[src/rtl/lsu_pkg.sv]
// Shared encodings, FSM state and bus payload types for the load/store unit.
package lsu_pkg;

  localparam int unsigned TO_CNT_W = 16;

  localparam logic [1:0] SZ_BYTE = 2'b00;
  localparam logic [1:0] SZ_HALF = 2'b01;
  localparam logic [1:0] SZ_WORD = 2'b10;

  typedef enum logic [1:0] {
    ST_IDLE = 2'b00,
    ST_WAIT = 2'b01,
    ST_DONE = 2'b10
  } lsu_state_e;

  typedef struct packed {
    logic [31:0] addr;
    logic        we;
    logic [3:0]  be;
    logic [31:0] wdata;
  } bus_req_t;

  typedef struct packed {
    logic [1:0] size;
    logic       uns;
    logic [1:0] lane;
  } ld_ctl_t;

  // Reserved size 2'b11 behaves as a word access.
  function automatic logic lsu_aligned(input logic [1:0] size, input logic [1:0] lo);
    case (size)
      SZ_BYTE: lsu_aligned = 1'b1;
      SZ_HALF: lsu_aligned = ~lo[0];
      default: lsu_aligned = (lo == 2'b00);
    endcase
  endfunction

endpackage

[src/rtl/lsu_align.sv]
// Byte-lane steering for stores, misalignment detection and load extraction/extension.
module lsu_align
  import lsu_pkg::*;
(
  input  logic        is_write_i,
  input  logic [1:0]  size_i,
  input  logic [1:0]  addr_lo_i,
  input  logic [31:0] wdata_i,
  output logic [3:0]  be_o,
  output logic [31:0] wdata_o,
  output logic        misaligned_o,
  input  ld_ctl_t     ld_ctl_i,
  input  logic [31:0] rdata_i,
  output logic [31:0] ldata_o
);

  logic [7:0]  ld_byte;
  logic [15:0] ld_half;

  always_comb begin
    be_o         = 4'b1111;
    wdata_o      = wdata_i;
    misaligned_o = ~lsu_aligned(size_i, addr_lo_i);
    case (size_i)
      SZ_BYTE: begin
        be_o    = 4'b0001 << addr_lo_i;
        wdata_o = {4{wdata_i[7:0]}};
      end
      SZ_HALF: begin
        be_o    = addr_lo_i[1] ? 4'b1100 : 4'b0011;
        wdata_o = {2{wdata_i[15:0]}};
      end
      default: ;
    endcase
    if (!is_write_i) be_o = 4'b1111;
  end

  always_comb begin
    ld_byte = rdata_i[{ld_ctl_i.lane, 3'b000} +: 8];
    ld_half = ld_ctl_i.lane[1] ? rdata_i[31:16] : rdata_i[15:0];
    case (ld_ctl_i.size)
      SZ_BYTE: ldata_o = {{24{~ld_ctl_i.uns & ld_byte[7]}}, ld_byte};
      SZ_HALF: ldata_o = {{16{~ld_ctl_i.uns & ld_half[15]}}, ld_half};
      default: ldata_o = rdata_i;
    endcase
  end

endmodule

[src/rtl/load_store_unit.sv]
// Memory-access stage: one req/ack data-memory transaction per load/store, stalling the core.
// Optional ack timeout with busErr reporting is enabled by defining BUS_TIMEOUT_EN.
module load_store_unit
  import lsu_pkg::*;
#(
  parameter int unsigned TIMEOUT_CYCLES = 256
) (
  input  logic        clk,
  input  logic        rst_n,
  input  logic        memRead,
  input  logic        memWrite,
  input  logic [1:0]  size,
  input  logic        unsignedLoad,
  input  logic [31:0] addr,
  input  logic [31:0] wdata,
  output logic        busReq,
  output logic        busWe,
  output logic [31:0] busAddr,
  output logic [3:0]  busBe,
  output logic [31:0] busWdata,
  input  logic [31:0] busRdata,
  input  logic        busAck,
  output logic        stall,
  output logic [31:0] loadData,
  output logic        done,
  output logic        misaligned,
  output logic        busErr
);

  if (TIMEOUT_CYCLES < 2 || TIMEOUT_CYCLES > 65535) begin : g_bad_timeout
    $error("load_store_unit: TIMEOUT_CYCLES must be in 2..65535");
  end

  lsu_state_e  state_q, state_d;
  bus_req_t    req_q, req_d;
  ld_ctl_t     ld_q, ld_d;
  logic [31:0] load_q, load_d;
  logic        access_c;
  logic        expire_c;
  logic [3:0]  be_c;
  logic [31:0] wdata_c;
  logic [31:0] ext_c;
  logic        mis_c;

  assign access_c = memRead | memWrite;

  lsu_align u_align (
    .is_write_i   (memWrite),
    .size_i       (size),
    .addr_lo_i    (addr[1:0]),
    .wdata_i      (wdata),
    .be_o         (be_c),
    .wdata_o      (wdata_c),
    .misaligned_o (mis_c),
    .ld_ctl_i     (ld_q),
    .rdata_i      (busRdata),
    .ldata_o      (ext_c)
  );

`ifdef BUS_TIMEOUT_EN
  logic [TO_CNT_W-1:0] cnt_q, cnt_d;
  logic                err_q, err_d;

  // Counter sits at zero outside WAIT so it is clear on every WAIT entry.
  assign cnt_d    = (state_q == ST_WAIT) ? cnt_q + TO_CNT_W'(1) : '0;
  assign expire_c = (cnt_q == TO_CNT_W'(TIMEOUT_CYCLES - 1));
  assign err_d    = (state_q == ST_WAIT) & ~busAck & expire_c;

  always_ff @(posedge clk or negedge rst_n) begin
    if (!rst_n) begin
      cnt_q <= '0;
      err_q <= 1'b0;
    end else begin
      cnt_q <= cnt_d;
      err_q <= err_d;
    end
  end

  assign busErr = err_q;
`else
  assign expire_c = 1'b0;
  assign busErr   = 1'b0;
`endif

  always_ff @(posedge clk or negedge rst_n) begin
    if (!rst_n) begin
      state_q <= ST_IDLE;
      req_q   <= '0;
      ld_q    <= '0;
      load_q  <= '0;
    end else begin
      state_q <= state_d;
      req_q   <= req_d;
      ld_q    <= ld_d;
      load_q  <= load_d;
    end
  end

  always_comb begin
    state_d    = state_q;
    req_d      = req_q;
    ld_d       = ld_q;
    load_d     = load_q;
    stall      = 1'b0;
    misaligned = 1'b0;
    case (state_q)
      ST_IDLE: begin
        if (access_c) begin
          if (mis_c) begin
            misaligned = 1'b1;
          end else begin
            stall         = 1'b1;
            req_d.addr    = {addr[31:2], 2'b00};
            req_d.we      = memWrite;
            req_d.be      = be_c;
            req_d.wdata   = wdata_c;
            ld_d.size     = size;
            ld_d.uns      = unsignedLoad;
            ld_d.lane     = addr[1:0];
            state_d       = ST_WAIT;
          end
        end
      end
      ST_WAIT: begin
        stall = 1'b1;
        // An ack in the expiry cycle still completes normally.
        if (busAck) begin
          if (!req_q.we) load_d = ext_c;
          state_d = ST_DONE;
        end else if (expire_c) begin
          load_d  = '0;
          state_d = ST_DONE;
        end
      end
      ST_DONE: state_d = ST_IDLE;
      default: state_d = ST_IDLE;
    endcase
  end

  assign busReq   = (state_q == ST_WAIT);
  assign done     = (state_q == ST_DONE);
  assign busWe    = req_q.we;
  assign busAddr  = req_q.addr;
  assign busBe    = req_q.be;
  assign busWdata = req_q.wdata;
  assign loadData = load_q;

endmodule

[config.mk]
export PLATFORM = sky130hd
export DESIGN_NAME = load_store_unit
export DESIGN_NICKNAME = d
export VERILOG_FILES = /design/src/rtl/lsu_pkg.sv /design/src/rtl/lsu_align.sv /design/src/rtl/load_store_unit.sv
export SDC_FILE = /design/constraint.sdc
export NUM_CORES = 1
export LEC_CHECK = 0
export ABC_AREA = 1
export CAP_MARGIN = 5
export CORE_MARGIN = 1.5
export CORE_UTILIZATION = 47
export CTS_BUF_LIST = sky130_fd_sc_hd__clkbuf_16
export DETAILED_ROUTE_END_ITERATION = 7
export HOLD_SLACK_MARGIN = 0.06
export PLACE_DENSITY = 0.87
export SYNTH_ARGS = -nofsm -noshare
export SYNTH_HDL_FRONTEND = slang
export SYNTH_SLANG_ARGS = --single-unit
[constraint.sdc]
create_clock -name clk -period 3.4 [get_ports clk]
set_input_delay 0.68 -clock clk [delete_from_list [all_inputs] [get_ports clk]]
set_output_delay 0.68 -clock clk [all_outputs]
set_load 0.03 [all_outputs]
==> flow_metrics.py, run 1 <==
metrics = {
    "run_status": {
        "run_status": "complete, no violations",
    },
    "setup_path": {
        "r2r_slack_ns": 1.36,
        "reg2reg_from": "state_q[1]$_DFFE_PN0P_",
        "r2r-end": "busAddr[29]$_DFFE_PN0P_",
        "setup.worst_path.end_class": "primary output",
        "critPathMaxStageDelay_ns": 0.68,
        "reg2reg_depth": 9,
        "cp.arrival_ns": 2.29,
        "crit_chain": "clkdlybuf4s50_1, nor2_1, nor2_1, nand2_4, nand2_1, clkdlybuf4s50_1",
        "worstPathMaxFanout": 2,
        "worst-path-buf-inv": 2,
        "required_ns": 2.72,
        "critical_path_class": "in2out",
        "path_delay_family": "buffers and inverters",
        "cp-start-kind": "input port",
        "critPathSlowestCell": "clkdlybuf4s50_1",
    },
    "route": {
        "drt_wl_total_mm": 15.0,
        "ant_nets": 0,
        "drtIter0Drc": 341,
        "vias": 5044,
        "routed_via_density": 5.13,
        "routedWlPerCell_um": 15.2,
        "drc": 0,
        "first_pass_iters": 5,
    },
    "yosys": {
        "yosys_most_used_dff": "dfrtp_1",
        "syn_avg_cell_area_um2": 7.72,
        "synth_area_leaders": "dfrtp_1, nand2_1, a21oi_1",
        "synth.most_common_cell": "nand2_1",
        "synth-seq-cells": 106,
        "synth_cell_type_count": 25,
        "synth_common_cells": "nand2_1, dfrtp_1, a21oi_1, o21ai_0, nor2_1",
        "yosysSeqAreaShare_pct": 52.5,
        "ys_warn_count": 0,
        "syn_area_um2": 5050,
        "synth_edf_count": 0,
        "synth_top_area_share_pct": 52.5,
        "async_flop_share_pct": 100,
        "synth_top_area_cell": "dfrtp_1",
        "synthCells": 654,
    },
    "place": {
        "io_buffers": 206,
        "place_congestion": 0.850,
        "dp_slack_ns": 0.416,
        "dpl.hpwl_mm": 10.8,
    },
    "global_route": {
        "grt_pass1_vias": 4965,
        "grt-ovfl-total": 0,
        "grt_use_total_pct": 26.9,
        "grt_first_pass_wirelength_mm": 24.0,
        "grt_antenna_before_repair": 0,
        "grt_max_degree": 99,
    },
    "cts": {
        "numCtsBuffers": 9,
        "clock_latency_ns": 0.34,
        "cts_resized": 0,
        "cts_root_buf": "clkbuf_16",
        "cts_tree": "built",
        "cts_max_path_buffers": 2,
        "htree_levels": 3,
        "cts_sinks": 106,
        "cts_setup_buffers": 0,
        "ctsHoldBuffers": 0,
        "path_clk_slew_ns": 0.07,
    },
    "sta": {
        "finalSetupTns_ns": 0,
        "fmax_mhz": 336,
        "tightest_slew_ns": 0.886,
        "timing.final.ws_setup_ns": 0.427,
        "finalCriticalPeriod_ns": 2.97,
        "rsz0062_at_grt": "false",
        "final-max-slew-violation-count": 0,
        "hold_viol": 0,
        "skew_ns": 0.00934,
        "slew_headroom_pct": 40.9,
        "fin_crit_sh_pct": 87.4,
        "setup_viol": 0,
    },
    "floorplan": {
        "die_w_um": 107,
        "die_h_um": 107,
        "dieArea_um2": 11400,
        "start_util_pct": 48.7,
        "ios": 210,
        "rows": 37,
        "coreArea_um2": 10400,
    },
    "job": {
        "maxCapViolCount": 0,
    },
    "pwr": {
        "power_density_nw_per_um2": 939,
        "irDropWorstVdd_mv": 0.467,
        "p_leak_nw": 3.63,
    },
    "final_layout": {
        "antenna_cells": 0,
        "nNetsFinal": 947,
        "syn_to_final_growth_pct": 47.5,
        "drive_above_1_share_pct": 6.13,
    },
    "min_path": {
        "hold_path.class": "in2async",
    },
}
[placed cells by master, fill, tap and decap left out, drive strengths merged]
cell / netlist / routed
buf: 30 / 11
nand4: 7 / 7
nand3: 10 / 10
inv: 29 / 31
clkinv: 1 / 4
clkbuf: 9 / 9
bufinv: 0 / 2
nand2: 312 / 312
o21ai: 47 / 47
clkdlybuf4s50: 0 / 204
nor3: 1 / 1
a21oi: 57 / 57
dfrtp: 106 / 106
nor2: 37 / 37
or2: 7 / 7
conb: 1 / 3
[cells by family after synthesis]
kind of cell | share of synthesized area (%)
and+or+nand+nor | 29.8
AOI/OAI and AO/OA | 10.5
buffers and inverters | 7.01
other | 0.0743
DFF | 52.5
[per-layer routing]
metal / up-vias / part of all wire (%) / GRT usage, %
li1: 2419 / - / -
met1: 2354 / 39 / 32.6
met2: 250 / 49 / 45.1
met3: 21 / 11 / 9.60
met4: 0 / 1.4 / 7.71
met5: - / 0 / 0
[registers in the layout (all words and copies together), names as in the netlist]
name and count:
busAddr 30, busBe 4, busWdata 32, busWe 1, ld_q 5, loadData 32
state_q 2
[worst register-to-register path, delay by kind of cell (launching register included)]
kind          cells  cell delay (ns)
buf+inv           4             1.12
simple gates      5             0.43
flops             1             0.38
[area by class of cell]
class | instances | area, µm²
timing repair buffer | 215 | 2150
inverter | 30 | 114
tap | 136 | 170
fill | 779 | 2920
clock buffer | 9 | 225
clock inverter | 7 | 86.3
multi-input combinational | 481 | 2050
sequential | 106 | 2650
[power breakdown]
part           switching [W]  internal [W]
registers           0.000384       0.00182
clock network       0.000459      0.000639
logic                0.00223       0.00145
[worst max path at each step]
| stage | endpoint | from | slack [ns] | cells after the start |
|---|---|---|---|---|
| finish | stall | memWrite | 0.43 | 6 |
| global route | stall | memWrite | 0.33 | 6 |
| CTS | stall | memWrite | 0.44 | 6 |
| detailed placement | busAddr[29]$_DFFE_PN0P_ | addr[0] | 0.42 | 10 |
| global placement | stall | memWrite | 0.42 | 6 |
| floorplan | misaligned | size[1] | 1.00 | 5 |
[stage by stage]
step | utilization [%] | std cells | hold slack, ns | instance area (µm²) | power, W
3_3_place_gp | 68.8 | 968 | 0.460 | 7140 | 0.00581
3_5_place_dp | 68.8 | 968 | 0.464 | 7140 | 0.00589
5_1_grt | 71.8 | 984 | 0.379 | 7450 | 0.00739
4_1_cts | 71.8 | 984 | 0.351 | 7450 | 0.00701
2_1_floorplan | - | 656 | 0.384 | 5060 | 0.00435
6_report | 71.8 | 984 | 0.322 | 7450 | 0.00699
Power figures use the tool's default switching activity.
==> run 2, diff against run 1 <==
--- a/config.mk
+++ b/config.mk
@@ -11,7 +11,8 @@
 export CORE_UTILIZATION = 47
 export CTS_BUF_LIST = sky130_fd_sc_hd__clkbuf_16
 export DETAILED_ROUTE_END_ITERATION = 7
-export HOLD_SLACK_MARGIN = 0.06
+export HOLD_SLACK_MARGIN = 0.02
+export MAX_ROUTING_LAYER = met4
 export PLACE_DENSITY = 0.87
 export SYNTH_ARGS = -nofsm -noshare
 export SYNTH_HDL_FRONTEND = slang
==> flow_metrics.py, run 2 (synthesized netlist as in run 1, its figures left out) <==
metrics = {
    "run_status": {
        "run_status": "complete, no violations",
    },
    "sta": {
        "final-max-slew-violation-count": 0,
        "setup_viol": 0,
        "fmax_mhz": 340,
        "timing.final.ws_setup_ns": 0.459,
        "finalCriticalPeriod_ns": 2.94,
        "rsz0062_at_grt": "false",
        "hold_viol": 0,
        "finalSetupTns_ns": 0,
        "tightest_slew_ns": 0.914,
        "fin_crit_sh_pct": 86.5,
        "skew_ns": 0.00694,
        "slew_headroom_pct": 39.1,
    },
    "route": {
        "drc": 0,
        "first_pass_iters": 5,
        "vias": 5133,
        "drtIter0Drc": 313,
        "routedWlPerCell_um": 15.7,
        "routed_via_density": 5.21,
        "ant_nets": 0,
        "drt_wl_total_mm": 15.5,
    },
    "setup_path": {
        "crit_chain": "clkdlybuf4s50_1, inv_2, o21ai_1, o21ai_2, nand2_4, nand2_1, clkdlybuf4s50_1",
        "critPathMaxStageDelay_ns": 0.61,
        "cp.arrival_ns": 2.26,
        "r2r_slack_ns": 1.28,
        "worstPathMaxFanout": 3,
        "critical_path_class": "in2out",
        "setup.worst_path.end_class": "primary output",
        "critPathSlowestCell": "clkdlybuf4s50_1",
        "cp-start-kind": "input port",
        "required_ns": 2.72,
        "cpMostUsedCell": "clkdlybuf4s50_1",
    },
    "global_route": {
        "grt_max_degree": 99,
        "grt_pass1_vias": 5099,
        "grt_antenna_before_repair": 0,
        "grt-ovfl-total": 0,
        "grt_first_pass_wirelength_mm": 24.9,
        "grt_use_total_pct": 28.8,
    },
    "cts": {
        "cts_root_buf": "clkbuf_16",
        "cts_sinks": 106,
        "cts_setup_buffers": 0,
        "ctsHoldBuffers": 0,
        "htree_levels": 3,
        "cts_tree": "built",
        "cts_resized": 0,
        "cts_max_path_buffers": 2,
        "clock_latency_ns": 0.35,
        "path_clk_slew_ns": 0.07,
        "numCtsBuffers": 9,
    },
    "job": {
        "maxCapViolCount": 0,
    },
    "place": {
        "io_buffers": 206,
        "dp_slack_ns": 0.371,
        "place_congestion": 0.868,
        "dpl.hpwl_mm": 11.1,
    },
    "final_layout": {
        "final_common_cell": "nand2_1",
        "syn_to_final_growth_pct": 47.3,
        "drive_above_1_share_pct": 6.48,
        "final_cell_mix": "nand2_1, clkdlybuf4s50_1, dfrtp_1, a21oi_1, o21ai_0",
        "antenna_cells": 0,
        "nNetsFinal": 948,
    },
    "floorplan": {
        "die_h_um": 107,
        "coreArea_um2": 10400,
        "rows": 37,
        "dieArea_um2": 11400,
        "die_w_um": 107,
        "ios": 210,
        "start_util_pct": 48.7,
    },
    "pwr": {
        "irDropWorstVdd_mv": 0.512,
        "power_density_nw_per_um2": 935,
        "p_leak_nw": 3.62,
    },
    "min_path": {
        "hold_path.class": "in2async",
    },
}
[run 2: metal layers]
| layer | share of wire (%) | track usage, % | up-vias |
|---|---|---|---|
| li1 | - | - | 2414 |
| met1 | 37 | 33.1 | 2422 |
| met2 | 50 | 48.3 | 271 |
| met3 | 11 | 8.75 | 26 |
| met4 | 2.0 | 9.62 | 0 |
| met5 | 0 | - | - |
[run 2: where the power goes]
part           total (W)  switching [W]  internal (W)
combinational    0.00372        0.00226       0.00146
clock            0.00103       0.000465      0.000570
sequential       0.00220       0.000380       0.00182
[run 2: path summary, 6_finish.rpt]
check / start / cells past startpoint / end
worst max-delay path: addr[0] / 7 / stall
worst min-delay path: rst_n / 1 / loadData[0]$_DFFE_PN0P_
worst max register to register: state_q[1]$_DFFE_PN0P_ / 9 / busAddr[27]$_DFFE_PN0P_
worst min register to register: loadData[14]$_DFFE_PN0P_ / 2 / loadData[14]$_DFFE_PN0P_
max in group asynchronous: rst_n / 2 / busWdata[25]$_DFFE_PN0P_
min in group clk: loadData[14]$_DFFE_PN0P_ / 2 / loadData[14]$_DFFE_PN0P_
[run 2: through the flow]
step	power [W]	instance area, µm²	hold WS (ns)	utilization, %	std cells
3_5_place_dp	0.00592	7140	0.464	68.9	969
6_report	0.00696	7440	0.320	71.7	985
5_1_grt	0.00737	7440	0.379	71.7	985
4_1_cts	0.00699	7440	0.356	71.7	985
3_3_place_gp	0.00581	7140	0.460	68.9	969
2_1_floorplan	0.00435	5060	0.384	-	656
[run 2: critical path: cells and delay by family]
| kind | cells | cell delay, ns |
|---|---|---|
| AO/OA/AOI/OAI | 2 | 0.27 |
| buffers and inverters | 3 | 1.19 |
| AND/OR/NAND/NOR | 2 | 0.11 |
[run 2: final cells by class]
class | count | area [µm²]
fill | 790 | 2930
sequential | 106 | 2650
timing repair buffer | 216 | 2160
multi-input combinational | 481 | 2050
clock buffer | 9 | 225
tap | 136 | 170
inverter | 30 | 114
clock inverter | 7 | 70.1
==> run 3, diff against run 2 <==
--- a/config.mk
+++ b/config.mk
@@ -13,7 +13,7 @@
 export DETAILED_ROUTE_END_ITERATION = 7
 export HOLD_SLACK_MARGIN = 0.02
 export MAX_ROUTING_LAYER = met4
-export PLACE_DENSITY = 0.87
+export PLACE_DENSITY = 0.86
 export SYNTH_ARGS = -nofsm -noshare
 export SYNTH_HDL_FRONTEND = slang
 export SYNTH_SLANG_ARGS = --single-unit
==> flow_metrics.py, run 3 (synthesized netlist as in run 1, its figures left out) <==
metrics = {
    "route": {
        "ant_nets": 0,
        "drc": 0,
        "vias": 5025,
        "drt_wl_total_mm": 15.1,
        "first_pass_iters": 5,
        "drtIter0Drc": 275,
        "routedWlPerCell_um": 15.3,
        "routed_via_density": 5.11,
    },
    "place": {
        "place_congestion": 0.851,
        "dpl.hpwl_mm": 10.9,
        "dp_slack_ns": 0.406,
        "io_buffers": 206,
    },
    "sta": {
        "skew_ns": 0.00644,
        "hold_viol": 0,
        "fin_crit_sh_pct": 86.6,
        "final-max-slew-violation-count": 0,
        "tightest_slew_ns": 0.881,
        "setup_viol": 0,
        "finalCriticalPeriod_ns": 2.95,
        "rsz0062_at_grt": "false",
        "slew_headroom_pct": 41.3,
        "fmax_mhz": 340,
        "finalSetupTns_ns": 0,
        "timing.final.ws_setup_ns": 0.455,
    },
    "final_layout": {
        "nFillCells": 811,
        "final_common_cell": "nand2_1",
        "antenna_cells": 0,
        "syn_to_final_growth_pct": 47.7,
        "nNetsFinal": 947,
        "final_cell_mix": "nand2_1, clkdlybuf4s50_1, dfrtp_1, a21oi_1, o21ai_0",
        "drive_above_1_share_pct": 6.25,
    },
    "pwr": {
        "switchingPower_w": 0.00309,
        "power.internal_w": 0.00392,
        "power_density_nw_per_um2": 941,
        "switching_share_pct": 44.1,
        "power_frac_clock_pct": 15.9,
        "p_comb_share_pct": 52.6,
        "seqPwrFrac_pct": 31.4,
        "irDropWorstVdd_mv": 0.532,
        "p_leak_nw": 3.63,
    },
    "floorplan": {
        "ios": 210,
        "dieArea_um2": 11400,
        "die_w_um": 107,
        "start_util_pct": 48.7,
        "rows": 37,
        "coreArea_um2": 10400,
        "die_h_um": 107,
    },
    "setup_path": {
        "worstPathMaxFanout": 3,
        "critPathSlowestCell": "clkdlybuf4s50_1",
        "critPathMaxStageDelay_ns": 0.61,
        "worst-path-buf-inv": 3,
        "setup.worst_path.end_class": "primary output",
        "path_delay_family": "buffers and inverters",
        "cp.arrival_ns": 2.27,
        "crit_chain": "clkdlybuf4s50_1, inv_2, o21ai_1, o21ai_2, nand2_4, nand2_1, clkdlybuf4s50_1",
        "cpMostUsedCell": "clkdlybuf4s50_1",
        "required_ns": 2.72,
        "cp-start-kind": "input port",
        "critical_path_class": "in2out",
    },
    "cts": {
        "clock_latency_ns": 0.34,
        "htree_levels": 3,
        "cts_root_buf": "clkbuf_16",
        "numCtsBuffers": 9,
        "cts_tree": "built",
        "cts_setup_buffers": 0,
        "cts_max_path_buffers": 2,
        "cts_resized": 0,
        "path_clk_slew_ns": 0.07,
        "ctsHoldBuffers": 0,
        "cts_sinks": 106,
    },
    "min_path": {
        "hold_path.class": "in2async",
    },
    "global_route": {
        "grt-ovfl-total": 0,
        "grt_pass1_vias": 4940,
        "grt_antenna_before_repair": 0,
        "grt_max_degree": 99,
        "grt_use_total_pct": 27.9,
        "grt_first_pass_wirelength_mm": 24.1,
    },
    "run_status": {
        "run_status": "complete, no violations",
    },
    "job": {
        "maxCapViolCount": 0,
    },
}
run 3: changes by cell type in the layout (fill, tap and decap cells not counted):
cell / previous run / this run
inv_6: 0 / 1
inv_1: 22 / 23
clkinv_2: 4 / 2
bufinv_16: 1 / 2
buf_4: 10 / 9
clkinv_4: 2 / 1
run 3: cell type report:
cell class	count	area (µm²)	share of cell area [%]
Clock buffer	9	225	3.02
Clock inverter	7	93.8	1.26
Inverter	30	114	1.53
Multi-Input combinational cell	481	2050	27.5
Sequential cell	106	2650	35.6
Tap cell	136	170	2.28
Timing Repair Buffer	215	2150	28.8
run 3: worst reg2reg max path: cells and delay by family, from the launching register on:
family,cells,cell delay (ns)
buf+inv,1,0.21
simple gates,8,0.87
flops,1,0.84
run 3: worst paths after layout:
check	start	end	slack [ns]	depth (start not counted)
max	addr[0]	stall	0.45	7
max in group asynchronous	rst_n	state_q[0]$_DFFE_PN0P_	2.27	2
min in group clk	busAddr[20]$_DFFE_PN0P_	busAddr[20]$_DFFE_PN0P_	0.48	2
min	rst_n	loadData[18]$_DFFE_PN0P_	0.37	1
min reg2reg	busAddr[20]$_DFFE_PN0P_	busAddr[20]$_DFFE_PN0P_	0.48	2
max reg2reg	ld_q[4]$_DFFE_PN0P_	loadData[8]$_DFFE_PN0P_	1.37	9
run 3: power by group through the flow:
stage          combinational (W)  clock, W  sequential (W)
2_1_floorplan            0.00116         0         0.00319
3_5_place_dp             0.00370         0         0.00221
6_report                 0.00369   0.00112         0.00221
4_1_cts                  0.00371   0.00113         0.00220
5_1_grt                  0.00396   0.00118         0.00228
3_3_place_gp             0.00362         0         0.00219
run 3: per-stage QoR:
| step | hold slack, ns | util (%) | instances | area, µm² | power (W) |
|---|---|---|---|---|---|
| floorplan | 0.384 | - | 656 | 5060 | 0.00435 |
| global placement | 0.461 | 68.8 | 968 | 7140 | 0.00582 |
| detailed placement | 0.465 | 68.8 | 968 | 7140 | 0.00591 |
| CTS | 0.391 | 71.9 | 984 | 7450 | 0.00704 |
| global route | 0.430 | 71.9 | 984 | 7450 | 0.00742 |
| finish | 0.369 | 71.9 | 984 | 7450 | 0.00701 |
run 3: per-layer routing:
metal | global-route usage (%) | part of all wire (%) | vias to the layer above
met5 | - | 0 | -
met4 | 7.81 | 1.9 | 0
met3 | 9.30 | 11 | 24
met2 | 45.0 | 48 | 247
met1 | 33.6 | 39 | 2339
li1 | - | - | 2415
